## src/rtl/tt_um_seq_divider.sv

```systemverilog
// Sequential restoring divider (8-bit / 4-bit) in the TinyTapeout pin frame, one quotient bit per clock.
// Define DIV_EARLY_EXIT_EN to finish in one cycle when the dividend is smaller than a non-zero divisor.
module tt_um_seq_divider #(
  parameter int DVD_W = 8,
  parameter int DVS_W = 4
) (
  input  logic       clk,
  input  logic       rst_n,
  input  logic       ena,
  input  logic [7:0] ui_in,
  input  logic [7:0] uio_in,
  output logic [7:0] uo_out,
  output logic [7:0] uio_out,
  output logic [7:0] uio_oe
);

  typedef enum logic [1:0] {IDLE, RUN, DONE} state_t;

  state_t             r_state;
  state_t             w_nextState;
  logic               r_startQ;
  logic [DVD_W-1:0]   r_dvd;
  logic [DVS_W-1:0]   r_dvs;
  logic [DVS_W-1:0]   r_p;
  logic [2:0]         r_count;
  logic [DVD_W-1:0]   r_quotient;
  logic [DVS_W-1:0]   r_remainder;
  logic               r_divByZero;

  logic [DVS_W-1:0]   w_dvsIn;
  logic               w_start;
  logic               w_outSel;
  logic               w_startEdge;
  logic               w_zeroDvs;
  logic               w_early;
  logic [DVS_W:0]     w_t;
  logic [DVS_W:0]     w_diff;
  logic               w_ge;
  logic [DVS_W-1:0]   w_pNext;
  logic [DVD_W-1:0]   w_dvdNext;
  logic               w_unused;

  assign w_dvsIn     = uio_in[3:0];
  assign w_start     = uio_in[4];
  assign w_outSel    = uio_in[5];
  assign w_startEdge = w_start & ~r_startQ;
  assign w_zeroDvs   = (w_dvsIn == '0);

`ifdef DIV_EARLY_EXIT_EN
  assign w_early = ~w_zeroDvs & (ui_in < {{(DVD_W-DVS_W){1'b0}}, w_dvsIn});
`else
  assign w_early = 1'b0;
`endif

  // One restoring step: shift the next dividend bit into the partial remainder and try a subtract.
  assign w_t       = {r_p, r_dvd[DVD_W-1]};
  assign w_diff    = w_t - {1'b0, r_dvs};
  assign w_ge      = (w_t >= {1'b0, r_dvs});
  assign w_pNext   = w_ge ? w_diff[DVS_W-1:0] : w_t[DVS_W-1:0];
  assign w_dvdNext = {r_dvd[DVD_W-2:0], w_ge};

  always_ff @(posedge clk) begin
    if (!rst_n) begin
      r_state <= IDLE;
    end else begin
      r_state <= w_nextState;
    end
  end

  always_comb begin
    w_nextState = r_state;
    case (r_state)
      IDLE, DONE: begin
        if (w_startEdge) begin
          if (w_zeroDvs || w_early) begin
            w_nextState = DONE;
          end else begin
            w_nextState = RUN;
          end
        end
      end
      RUN: begin
        if (r_count == 3'd0) begin
          w_nextState = DONE;
        end
      end
      default: w_nextState = IDLE;
    endcase
  end

  // Dividend register doubles as the quotient shift register; results land only on the last step.
  always_ff @(posedge clk) begin
    if (!rst_n) begin
      r_startQ    <= 1'b0;
      r_dvd       <= '0;
      r_dvs       <= '0;
      r_p         <= '0;
      r_count     <= 3'd0;
      r_quotient  <= '0;
      r_remainder <= '0;
      r_divByZero <= 1'b0;
    end else begin
      r_startQ <= w_start;
      case (r_state)
        IDLE, DONE: begin
          if (w_startEdge) begin
            r_dvd       <= ui_in;
            r_dvs       <= w_dvsIn;
            r_divByZero <= 1'b0;
            r_p         <= '0;
            r_count     <= 3'd7;
            if (w_zeroDvs) begin
              r_quotient  <= '1;
              r_remainder <= ui_in[DVS_W-1:0];
              r_divByZero <= 1'b1;
            end else if (w_early) begin
              r_quotient  <= '0;
              r_remainder <= ui_in[DVS_W-1:0];
            end
          end
        end
        RUN: begin
          r_dvd   <= w_dvdNext;
          r_p     <= w_pNext;
          r_count <= r_count - 3'd1;
          if (r_count == 3'd0) begin
            r_quotient  <= w_dvdNext;
            r_remainder <= w_pNext;
          end
        end
        default: ;
      endcase
    end
  end

  assign uo_out   = w_outSel ? {{(DVD_W-DVS_W){1'b0}}, r_remainder} : r_quotient;
  assign uio_out  = {r_divByZero, (r_state == DONE), (r_state == RUN), 5'b0_0000};
  assign uio_oe   = 8'b1110_0000;
  assign w_unused = &{ena, uio_in[7:6], w_diff[DVS_W], 1'b0};

endmodule

```

## config.mk

```make
export PLATFORM = sky130hd
export DESIGN_NAME = tt_um_seq_divider
export DESIGN_NICKNAME = d
export VERILOG_FILES = /design/src/rtl/tt_um_seq_divider.sv
export SDC_FILE = /design/constraint.sdc
export NUM_CORES = 1
export LEC_CHECK = 0
export CELL_PAD_IN_SITES_DETAIL_PLACEMENT = 0
export CELL_PAD_IN_SITES_GLOBAL_PLACEMENT = 1
export CORE_MARGIN = 8
export CORE_UTILIZATION = 33
export DETAILED_ROUTE_END_ITERATION = 10
export GPL_TIMING_DRIVEN = 0
export PLACE_DENSITY_LB_ADDON = 0.1
export RECOVER_POWER = 25
export SETUP_SLACK_MARGIN = 0.1
export SLEW_MARGIN = 20
export SYNTH_ARGS = -nofsm -noshare
export SYNTH_HDL_FRONTEND = slang
export SYNTH_SLANG_ARGS = --single-unit
export TNS_END_PERCENT = 20
```

## constraint.sdc

```tcl
create_clock -name clk -period 1.7 [get_ports clk]
set_input_delay 0.17 -clock clk [delete_from_list [all_inputs] [get_ports clk]]
set_output_delay 0.17 -clock clk [all_outputs]
set_load 0.01 [all_outputs]
```

# --- After elaboration in Yosys (flattened, before gate mapping) ---
# Index checks and enable logic that the tools add are counted.
op_classes:
  addsub: 2
  order_cmp: 1
  eq_ne: 5
  n_mux: 21
  n_bitwise: 2
  n_reduce_logical: 9
ops:
  columns: ["cell", "count"]
  rows:
  - ["two-way mux 8 bit", 5]
  - ["one-hot mux 8 bit (2 select lines)", 2]
  - ["two-way mux 4 bit", 5]
  - ["one-hot mux 4 bit (2 select lines)", 2]
  - ["two-way mux 2 bit", 3]
  - ["one-hot mux 3 bit (2 select lines)", 1]
  - ["AND reduction 2 bit", 3]
  - ["greater-or-equal comparator 5 x 4 -> 1 bit", 1]
  - ["zero test 4 bit", 1]
  - ["inequality test 2 bit (second input constant)", 2]
  - ["one-hot mux 2 bit (2 select lines)", 1]
  - ["AND reduction 4 bit", 1]
  - ["subtractor 4 bit", 1]
  - ["zero test 3 bit", 1]
  - ["two-way mux 3 bit", 1]
  - ["subtractor 3 x 1 -> 3 bit (second input constant)", 1]
  - ["== test 2 x 1 -> 1 bit (second input constant)", 1]
  - ["== test 2 bit (second input constant)", 1]
  - ["zero test 2 bit", 1]
  - ["inequality test 2 x 1 -> 1 bit (second input constant)", 1]
  - ["nonzero test 2 bit", 1]
  - ["OR reduction 2 bit", 1]
  - ["bitwise AND 1 bit", 1]
  - ["two-way mux 1 bit", 1]
  - ["NOT 1 bit", 1]
totals:
  register_bits: 35
  in_bits: 19
  output_inout_bits: 24
  wordCells: 49

# --- Depth between registers and ports, before layout ---
# Gate-level depths: netlist (run 1).
logic_depth:
  word_depth: 4
  mapped_depth: 8
  depth_no_buf: 7

# --- Worst setup path after synthesis (run 1) ---
# Ideal clock, no wire load.
synth_timing:
  path_kind: "reg2reg"
  start: "register r_dvd[7]"
  end: "register r_quotient[0]"
  setup_time_ns: 0.116
  t_arrival_ns: 1.666
  t_required_ns: 1.584
  path_slack_ns: -0.082
  stages_incl_launch_ff: 7
  n_path_buf: 0
  synth_period_minus_slack_ns: 1.782
  path_cell_list: "dfxtp_1 inv_1 ha_1 nand2b_1 a2111oi_4 o21ai_0 o211a_1"
synth_between:
  elab_chain_cells: 3
synth_lines:
  columns: ["element", "line_no", "source"]
  rows:
  - ["from (decl)", "22", "logic [DVD_W-1:0] r_dvd;"]
  - ["from (signal assigned)", "107", "r_dvd <= ui_in;"]
  - ["from (signal assigned)", "123", "r_dvd <= w_dvdNext;"]
  - ["greater-or-equal comparator 5 x 4 -> 1 bit", "58", "assign w_ge = (w_t >= {1'b0, r_dvs});"]
  - ["two-way mux 8 bit", "126", "if (r_count == 3'd0) begin"]
  - ["one-hot mux 8 bit (2 select lines)", "104", "case (r_state)"]
  - ["to (signal assigned)", "127", "r_quotient <= w_dvdNext;"]
  - ["to (decl)", "26", "logic [DVD_W-1:0] r_quotient;"]
# Every way passes these cells. The select of a mux whose other input is x is not followed.
# A chain may end at the register's enable or synchronous reset.

# --- Worst setup path after layout (run 1) ---
layout_timing:
  start: "register r_dvd[7]"
  end: "register r_remainder[2]"
layout_between:
  elab_chain_cells: 4
  word_cells_on_any_way: 5
  cone_classes: "add/sub (1); order compare (1); mux (3)"
layout_lines:
  columns: ["element", "line_no", "source"]
  rows:
  - ["subtractor 4 bit or greater-or-equal comparator 5 x 4 -> 1 bit (tied branches)", "57, 58", null]
  - ["two-way mux 4 bit *", "59", "assign w_pNext = w_ge ? w_diff[DVS_W-1:0] : w_t[DVS_W-1:0];"]
  - ["two-way mux 4 bit *", "126", null]
  - ["one-hot mux 4 bit (2 select lines) *", "104", null]
  - ["to (signal assigned)", "114", "r_remainder <= ui_in[DVS_W-1:0];"]
  - ["to (signal assigned)", "118", "r_remainder <= ui_in[DVS_W-1:0];"]
  - ["to (signal assigned)", "128", "r_remainder <= w_pNext;"]
  - ["to (decl)", "27", "logic [DVS_W-1:0] r_remainder;"]
# Mark *: on every way between the ends. The rest lies on a longest branch, timed or not. The select of a mux whose other input is x is not followed.

==> flow_summary.json, run 1 <==
{
  "drc": 0,
  "max_freq_ghz": 0.569,
  "final_nets": 301,
  "die_w_um": 90.4,
  "drt-initial-drc-count": 66,
  "arrival_ns": 1.97,
  "io_pins": 43,
  "power_w": 0.00217,
  "ant_nets": 0,
  "tightest_slew_ns": 0.579,
  "dp_hpwl_mm": 3.77,
  "violations": "setup timing",
  "final_area_um2": 2550,
  "netlist_area_um2": 1830,
  "vias_per_cell": 4.84,
  "status": "finished, violations left",
  "cap_violations": 0,
  "p_leak_nw": 1.01,
  "synthArstFlopShare": 0,
  "gp_congestion": 0.762,
  "r2r-end": "r_remainder[2]",
  "slew-limit-headroom": 0.614,
  "postCtsHoldBufs": 0,
  "cpLargestDelayFamily": "simple AND/OR/NAND/NOR gates",
  "core-area_um2": 5440,
  "synth_edf_count": 0,
  "post_synth.cell_area_avg_um2": 8.23,
  "grt_pass1_wl_mm": 8.68,
  "grt_overflow_total": 0,
  "finalCriticalPeriod_ns": 1.76,
  "final_common_cell": "nand2_1",
  "synth_cells": 222,
  "criticalPathCategory": "reg -> reg",
  "r2r-start": "r_dvd[7]",
  "fin_worst_skew_ns": 0.00271,
  "hold_viol_final": 0,
  "dp_slack_ns": -0.553,
  "avgRoutedWirePerCell_um": 14.7,
  "cp_max_fo": 5,
  "wl_mm": 5.11,
  "synth_warnings": 0,
  "min_to": "r_count[0]",
  "clk_path_buf_depth": 2,
  "cp-start-kind": "flop",
  "num-fill-cells": 570,
  "grt_max_degree": 11,
  "timing.hold.worst_path_depth": 1,
  "clk_pin_slew_ns": 0.07,
  "drive_gt1_frac": 0.280,
  "reg2reg_depth": 7,
  "area.growth.synth_to_final_pct": 39.6,
  "die_h_um": 90.4,
  "via_count": 1678,
  "antenna_found_initial": 0,
  "crit_required_ns": 1.92,
  "vdd_ir_drop_max_mv": 0.385,
  "clock-sinks": 35,
  "setup_violations": 7,
  "grt_use_total": 0.131,
  "first_global_vias": 1738,
  "p_per_area_nw_per_um2": 851,
  "min_path_type": "reg -> reg",
  "rsz0062_at_grt": "true",
  "rows": 27,
  "antenna_cells": 0,
  "worstPathCellList": "inv_2 -> ha_4 -> nand2b_4 -> a2111oi_4 -> buf_4 -> or4_4 -> a31oi_1",
  "r2r_slack_ns": -0.06,
  "htree_levels": 2,
  "min_from": "r_count[0]",
  "slowest_delay_ns": 0.52,
  "slowest_stage": "or4_4",
  "final.setup.worst_slack_ns": -0.0563,
  "yosysUniqueCellTypes": 41,
  "path_buf_inv": 2,
  "critPathCaptureType": "flop",
  "post-route-period-util": 1.03,
  "place_area_um2": 2220,
  "finalSetupTns_ns": -0.225,
  "synthFlopType": "dfxtp_1",
  "drt_pass1_iterations": 4,
  "cts_tree": "yes",
  "dieArea_um2": 8180,
  "final_cell_mix": "nand2_1, dfxtp_1, buf_4",
  "ys_seq_elements": 35,
  "ys_seq_area_frac": 0.383,
  "cts_made_buffers": 5,
  "clkLatencyLatePin_ns": 0.29,
  "start_util": 0.336,
  "slew_violations": 0,
  "io_buffers": 25,
  "cts_root_buf": "clkbuf_8"
}
## metal layers
layer / part of all wire / wire length, um / up-vias / GRT usage
met5: 0 / 0 / - / 0
met4: 0.014 / 72 / 0 / 0.0527
met3: 0.039 / 201 / 6 / 0.0299
met2: 0.45 / 2310 / 41 / 0.198
met1: 0.49 / 2520 / 779 / 0.174
li1: - / - / 852 / -
## repair_timing
action	4_1_cts	5_1_grt
pin swaps	8	14
cloned	1	0
resized for setup	26	19
endpoints found under the setup margin	26	27
buffers inserted	6	5
## final cells by class
cell class	instances	area, um^2	share of cell area
Sequential cell	35	709	0.278
Inverter	12	47.5	0.0186
Buffer	27	184	0.0721
Clock inverter	1	5.00	0.00196
Timing Repair Buffer	35	333	0.130
Clock buffer	6	82.6	0.0324
Multi-Input combinational cell	159	1100	0.431
Tap cell	72	90.1	0.0353
## power breakdown
part	internal (W)	switching [W]	total (W)	leakage (nW)
sequential	0.000899	0.0000542	0.000953	0.290
combinational	0.000295	0.000299	0.000594	0.672
clock	0.000318	0.000308	0.000626	0.0470
## flip-flops by register name (all words and copies together) (netlist names)
name / flops
r_remainder: 4
r_quotient: 8
r_state: 2
r_dvd: 8
r_count: 3
r_divByZero: 1
r_dvs: 4
r_p: 4
r_startQ: 1
## through the flow
step                      utilization  hold slack [ns]  std cells
after floorplan                     -            0.299        233
after global placement          0.409            0.445        330
after detailed placement        0.409            0.444        330
after CTS                       0.452            0.436        344
after global routing            0.469            0.459        347
final                           0.469            0.434        347
## worst max-delay path by stage
stage                           endpoint  slack, ns  cells after the start  startpoint
after floorplan                   r_p[1]       0.03                      5    r_dvd[7]
after detailed placement   r_quotient[7]      -0.55                      6   uio_in[4]
final                     r_remainder[2]      -0.06                      7    r_dvd[7]
after global routing      r_remainder[2]      -0.12                      7    r_dvd[7]
after CTS                 r_remainder[1]      -0.08                      7    r_dvd[7]
after global placement     r_quotient[7]      -0.55                      6   uio_in[4]
## logic make-up after synthesis
| group | count (synthesis) | share of synthesized area |
|---|---|---|
| mux | 4 | 0.0246 |
| compound gates | 58 | 0.209 |
| xor+xnor | 1 | 0.00479 |
| buf+inv | 39 | 0.116 |
| simple gates | 76 | 0.205 |
| flops | 35 | 0.383 |
| other cells | 2 | 0.00411 |
| fa+ha+maj | 7 | 0.0520 |
## Yosys cell counts, types with 2 or more instances
cell | number | area, um^2
o21ai_0 | 16 | 80.1
mux2_2 | 4 | 45.0
inv_1 | 12 | 45.0
a21oi_1 | 10 | 50.1
nor3_1 | 14 | 70.1
nor2b_1 | 4 | 25.0
a211oi_1 | 3 | 22.5
dfxtp_1 | 35 | 701
conb_1 | 2 | 7.51
clkbuf_1 | 6 | 22.5
nor2_1 | 11 | 41.3
buf_4 | 16 | 120
o211ai_1 | 4 | 30.0
or4_1 | 3 | 22.5
a31oi_1 | 15 | 93.8
ha_1 | 6 | 75.1
buf_2 | 5 | 25.0
nand2b_1 | 2 | 12.5
nand2_1 | 32 | 120
No activity file was read; power rests on OpenSTA's default activity.
==> run 2: changes to the inputs <==
--- a/config.mk
+++ b/config.mk
@@ -5,13 +5,13 @@
 export SDC_FILE = /design/constraint.sdc
 export NUM_CORES = 1
 export LEC_CHECK = 0
-export CELL_PAD_IN_SITES_DETAIL_PLACEMENT = 0
+export CELL_PAD_IN_SITES_DETAIL_PLACEMENT = 1
 export CELL_PAD_IN_SITES_GLOBAL_PLACEMENT = 1
 export CORE_MARGIN = 8
 export CORE_UTILIZATION = 33
 export DETAILED_ROUTE_END_ITERATION = 10
 export GPL_TIMING_DRIVEN = 0
-export PLACE_DENSITY_LB_ADDON = 0.1
+export PLACE_DENSITY = 0.72
 export RECOVER_POWER = 25
 export SETUP_SLACK_MARGIN = 0.1
 export SLEW_MARGIN = 20
==> flow_summary.json, run 2 (synthesized netlist as in run 1, its figures left out) <==
{
  "io_buffers": 25,
  "clkLatencyLatePin_ns": 0.29,
  "rows": 27,
  "final_nets": 298,
  "cp-startpoint": "r_dvd[7]",
  "cts_root_buf": "clkbuf_8",
  "r2r_slack_ns": -0.07,
  "rsz0062_at_grt": "true",
  "area.growth.synth_to_final_pct": 36.0,
  "htree_levels": 2,
  "final.setup.worst_slack_ns": -0.0729,
  "cts_tree": "yes",
  "place_area_um2": 2220,
  "postCtsHoldBufs": 0,
  "cp_max_fo": 8,
  "dp_hpwl_mm": 4.05,
  "first_global_vias": 1831,
  "final_area_um2": 2490,
  "cp-start-kind": "flop",
  "grt_pass1_wl_mm": 9.14,
  "grt_overflow_total": 0,
  "io_pins": 43,
  "via_count": 1706,
  "cts_made_buffers": 5,
  "antenna_cells": 0,
  "vias_per_cell": 4.94,
  "critPathCaptureType": "flop",
  "arrival_ns": 1.98,
  "drc": 0,
  "setup_violations": 5,
  "dieArea_um2": 8180,
  "slew_violations": 0,
  "reg_top3": "r_dvd (8), r_quotient (8)",
  "tightest_slew_ns": 0.528,
  "max_freq_ghz": 0.564,
  "cap_violations": 0,
  "ant_nets": 0,
  "clk_pin_slew_ns": 0.08,
  "core-area_um2": 5440,
  "drt-initial-drc-count": 65,
  "p_leak_nw": 1.00,
  "slew-limit-headroom": 0.647,
  "clock-sinks": 35,
  "power_w": 0.00214,
  "crit_end": "r_p[0]",
  "p_per_area_nw_per_um2": 861,
  "start_util": 0.336,
  "fin_util": 0.457,
  "gp_congestion": 0.781,
  "crit_required_ns": 1.91,
  "die_w_um": 90.4,
  "die_h_um": 90.4,
  "clk_path_buf_depth": 2,
  "r2r-end": "r_p[0]",
  "vdd_ir_drop_max_mv": 0.414,
  "grt_use_total": 0.138,
  "violations": "setup timing",
  "finalCriticalPeriod_ns": 1.77,
  "grt_max_degree": 12,
  "drt_pass1_iterations": 4,
  "wl_mm": 5.59,
  "criticalPathCategory": "reg -> reg",
  "antenna_found_initial": 0,
  "hold_slack_ns": 0.186,
  "min_path_type": "in -> reg",
  "drive_gt1_frac": 0.238,
  "fin_worst_skew_ns": 0.00743,
  "final_cell_mix": "nand2_1, dfxtp_1, buf_4",
  "post-route-period-util": 1.04,
  "avgRoutedWirePerCell_um": 16.2,
  "hold_viol_final": 0,
  "final_common_cell": "nand2_1",
  "r2r-start": "r_dvd[7]",
  "status": "finished, violations left",
  "reg2reg_depth": 8
}
==> run 2: cell types whose count changed in the layout (fill, tap and decap cells not counted), sizes merged <==
cell,before,now
buf,31,26
clkbuf,12,14
clkdlybuf4s15,1,0
clkinvlp,0,1
dlygate4sd2,0,1
dlygate4sd3,4,2
dlymetal6s2s,0,2
==> run 2: per-stage QoR <==
step / cells / TNS, ns / setup WS [ns]
global placement: 330 / -6.28 / -0.432
CTS: 344 / -0.147 / -0.0382
global route: 345 / -0.703 / -0.149
detailed placement: 330 / -8.24 / -0.515
finish: 345 / -0.154 / -0.0729
floorplan: 233 / 0 / 0.0334
==> run 2: how the worst min path moves through the flow <==
stage,startpoint,endpoint,cells after the start
finish,uio_in[4],r_startQ,3
global route,uio_in[4],r_startQ,3
CTS,ui_in[5],r_dvd[5],3
detailed placement,r_dvs[2],r_dvs[2],2
global placement,r_quotient[1],r_quotient[1],2
floorplan,uio_in[4],r_startQ,2
==> run 2: layout make-up <==
cell class / count / area (um^2)
multi-input combinational: 159 / 1060
fill: 644 / 2950
clock inverter: 2 / 12.5
tap: 72 / 90.1
buffer: 27 / 184
timing repair buffer: 32 / 310
sequential: 35 / 708
inverter: 12 / 47.5
clock buffer: 6 / 72.6
==> run 2: critical path: stages, from the launching register on <==
cell       delay, ns
dfxtp_2         0.34
inv_2           0.04
ha_4            0.20
nand2b_4        0.15
a2111oi_4       0.35
buf_6           0.18
buf_4           0.11
o211ai_1        0.12
a31oi_1         0.19
==> run 2: power breakdown <==
part	internal [W]	total, W	switching (W)	leakage (nW)
Sequential	0.000898	0.000952	0.0000536	0.289
Clock	0.000287	0.000613	0.000327	0.0412
Combinational	0.000276	0.000576	0.000300	0.673
Total	0.00146	0.00214	0.000681	1.00
==> run 2: routing by layer <==
layer / vias up / GRT usage / wire [um]
met5: - / 0 / 0
li1: 844 / - / -
met2: 41 / 0.229 / 2680
met4: 0 / 0.0583 / 104
met1: 813 / 0.166 / 2620
met3: 8 / 0.0324 / 182
==> run 2: what timing repair did <==
| action | 4_1_cts | 5_1_grt |
|---|---|---|
| resized for setup | 27 | 11 |
| setup buffers | 5 | 1 |
| endpoints found under the setup margin | 26 | 26 |
| pin swaps | 7 | 7 |
| cloned | 1 | 0 |
==> run 3: changes to the inputs <==
--- a/config.mk
+++ b/config.mk
@@ -7,11 +7,11 @@
 export LEC_CHECK = 0
 export CELL_PAD_IN_SITES_DETAIL_PLACEMENT = 1
 export CELL_PAD_IN_SITES_GLOBAL_PLACEMENT = 1
-export CORE_MARGIN = 8
-export CORE_UTILIZATION = 33
+export CORE_UTILIZATION = 34
+export CTS_BUF_LIST = sky130_fd_sc_hd__clkbuf_4
 export DETAILED_ROUTE_END_ITERATION = 10
 export GPL_TIMING_DRIVEN = 0
-export PLACE_DENSITY = 0.72
+export PLACE_DENSITY = 0.74
 export RECOVER_POWER = 25
 export SETUP_SLACK_MARGIN = 0.1
 export SLEW_MARGIN = 20
==> flow_summary.json, run 3 (synthesized netlist as in run 1, its figures left out) <==
{
  "status": "finished, violations left",
  "violations": "setup timing",
  "p_leak_nw": 0.997,
  "reg2reg_depth": 7,
  "io_buffers": 25,
  "dp_cells": 328,
  "reg_top3": "r_dvd (8), r_quotient (8)",
  "crit_required_ns": 1.97,
  "p_per_area_nw_per_um2": 817,
  "area.growth.synth_to_final_pct": 35.8,
  "grt_overflow_total": 0,
  "clock-sinks": 35,
  "fin_util": 0.483,
  "hold_viol_final": 0,
  "timing.hold.worst_path_depth": 3,
  "final_nets": 297,
  "cts_root_buf": "clkbuf_4",
  "cp-startpoint": "r_dvd[7]",
  "setup_violations": 3,
  "vias_per_cell": 4.86,
  "power_w": 0.00203,
  "max_freq_ghz": 0.580,
  "min_path_type": "in -> reg",
  "final_common_cell": "nand2_1",
  "grt_pass1_wl_mm": 7.89,
  "clk_pin_slew_ns": 0.11,
  "min_from": "uio_in[2]",
  "fin_worst_skew_ns": 0.00885,
  "core-area_um2": 5140,
  "avgRoutedWirePerCell_um": 14.8,
  "critPathCaptureType": "flop",
  "gp_congestion": 0.786,
  "r2r_slack_ns": -0.02,
  "final.setup.worst_slack_ns": -0.0245,
  "htree_levels": 2,
  "grt_max_degree": 11,
  "cap_violations": 0,
  "criticalPathCategory": "reg -> reg",
  "clk_path_buf_depth": 2,
  "vdd_ir_drop_max_mv": 0.438,
  "start_util": 0.356,
  "drt_pass1_iterations": 4,
  "dieArea_um2": 5670,
  "post-route-period-util": 1.01,
  "dp_hpwl_mm": 3.61,
  "cts_tree": "yes",
  "cp-start-kind": "flop",
  "finalCriticalPeriod_ns": 1.72,
  "grt_use_total": 0.188,
  "min_to": "r_dvs[2]",
  "drive_gt1_frac": 0.290,
  "final_cell_mix": "nand2_1, dfxtp_1, buf_4",
  "antenna_found_initial": 0,
  "slew-limit-headroom": 0.652,
  "first_global_vias": 1584,
  "io_pins": 43,
  "rows": 26,
  "antenna_cells": 0,
  "tightest_slew_ns": 0.522,
  "num-fill-cells": 642,
  "postCtsHoldBufs": 0,
  "die_w_um": 75.3,
  "arrival_ns": 2.00,
  "clkLatencyLatePin_ns": 0.34,
  "wl_mm": 5.07,
  "slew_violations": 0,
  "drc": 0,
  "drt-initial-drc-count": 75,
  "cp_max_fo": 7,
  "ant_nets": 0,
  "die_h_um": 75.3,
  "layout.cells.non_filler": 342,
  "cts_made_buffers": 5,
  "via_count": 1663,
  "r2r-end": "r_p[1]",
  "r2r-start": "r_dvd[7]",
  "rsz0062_at_grt": "true",
  "hold_slack_ns": 0.157
}
-- run 3: cell count changes in the layout (fill, tap and decap cells not counted), sizes merged --
cell,before,now
clkdlybuf4s25,0,4
dlygate4sd3,2,1
clkinvlp,1,0
clkdlybuf4s50,20,14
clkbuf,14,16
buf,26,27
-- run 3: layout make-up --
type | instances | area (um^2) | share of cell area
flip-flops and latches | 35 | 713 | 0.287
repair buffers | 31 | 285 | 0.115
inverters | 12 | 47.5 | 0.0192
multi-input cells | 159 | 1110 | 0.446
plain buffers | 27 | 185 | 0.0746
clock buffers | 7 | 52.6 | 0.0212
clock inverters | 1 | 5.00 | 0.00202
well taps | 70 | 87.6 | 0.0353
-- run 3: metrics by stage --
stage               instance area (um^2)  TNS (ns)  setup WS [ns]
finish                              2480   -0.0440        -0.0245
global route                        2480    -0.629         -0.115
CTS                                 2420    -0.210        -0.0491
detailed placement                  2220     -6.83         -0.448
global placement                    2220     -5.91         -0.416
floorplan                           1880         0         0.0334
-- run 3: worst max path at each step --
| stage | end | slack [ns] |
|---|---|---|
| 2_1_floorplan | r_p[1] | 0.03 |
| 3_3_place_gp | r_quotient[5] | -0.42 |
| 3_5_place_dp | r_quotient[2] | -0.45 |
| 4_1_cts | r_p[1] | -0.05 |
| 5_1_grt | r_remainder[1] | -0.12 |
| 6_report | r_p[1] | -0.02 |
-- run 3: worst max-delay path, stage by stage, from the launching register on --
cell and delay (ns):
dfxtp_2 0.35, inv_2 0.04, ha_4 0.26, nand2b_4 0.13, a2111oi_4 0.06, buf_6 0.14
or4_4 0.51, a31oi_1 0.17
-- run 3: metal layers --
layer  share of wire  track usage  wire length (um)  up-vias
li1                -            -                 -      843
met1            0.49        0.257              2460      784
met2            0.48        0.309              2430       33
met3           0.030       0.0437               152        3
met4          0.0043       0.0309                22        0
met5               0            0                 0        -
-- run 3: power breakdown --
group          switching (W)  internal, W  leakage, nW  total, W
Clock               0.000293     0.000193       0.0361  0.000486
Combinational       0.000301     0.000283        0.671  0.000584
Sequential         0.0000572     0.000900        0.291  0.000957
Total               0.000652      0.00138        0.997   0.00203
-- run 3: timing repair --
action / 4_1_cts / 5_1_grt
buffers inserted: 2 / 4
setup endpoints to repair: 24 / 26
pin swaps: 11 / 17
resized for setup: 32 / 26
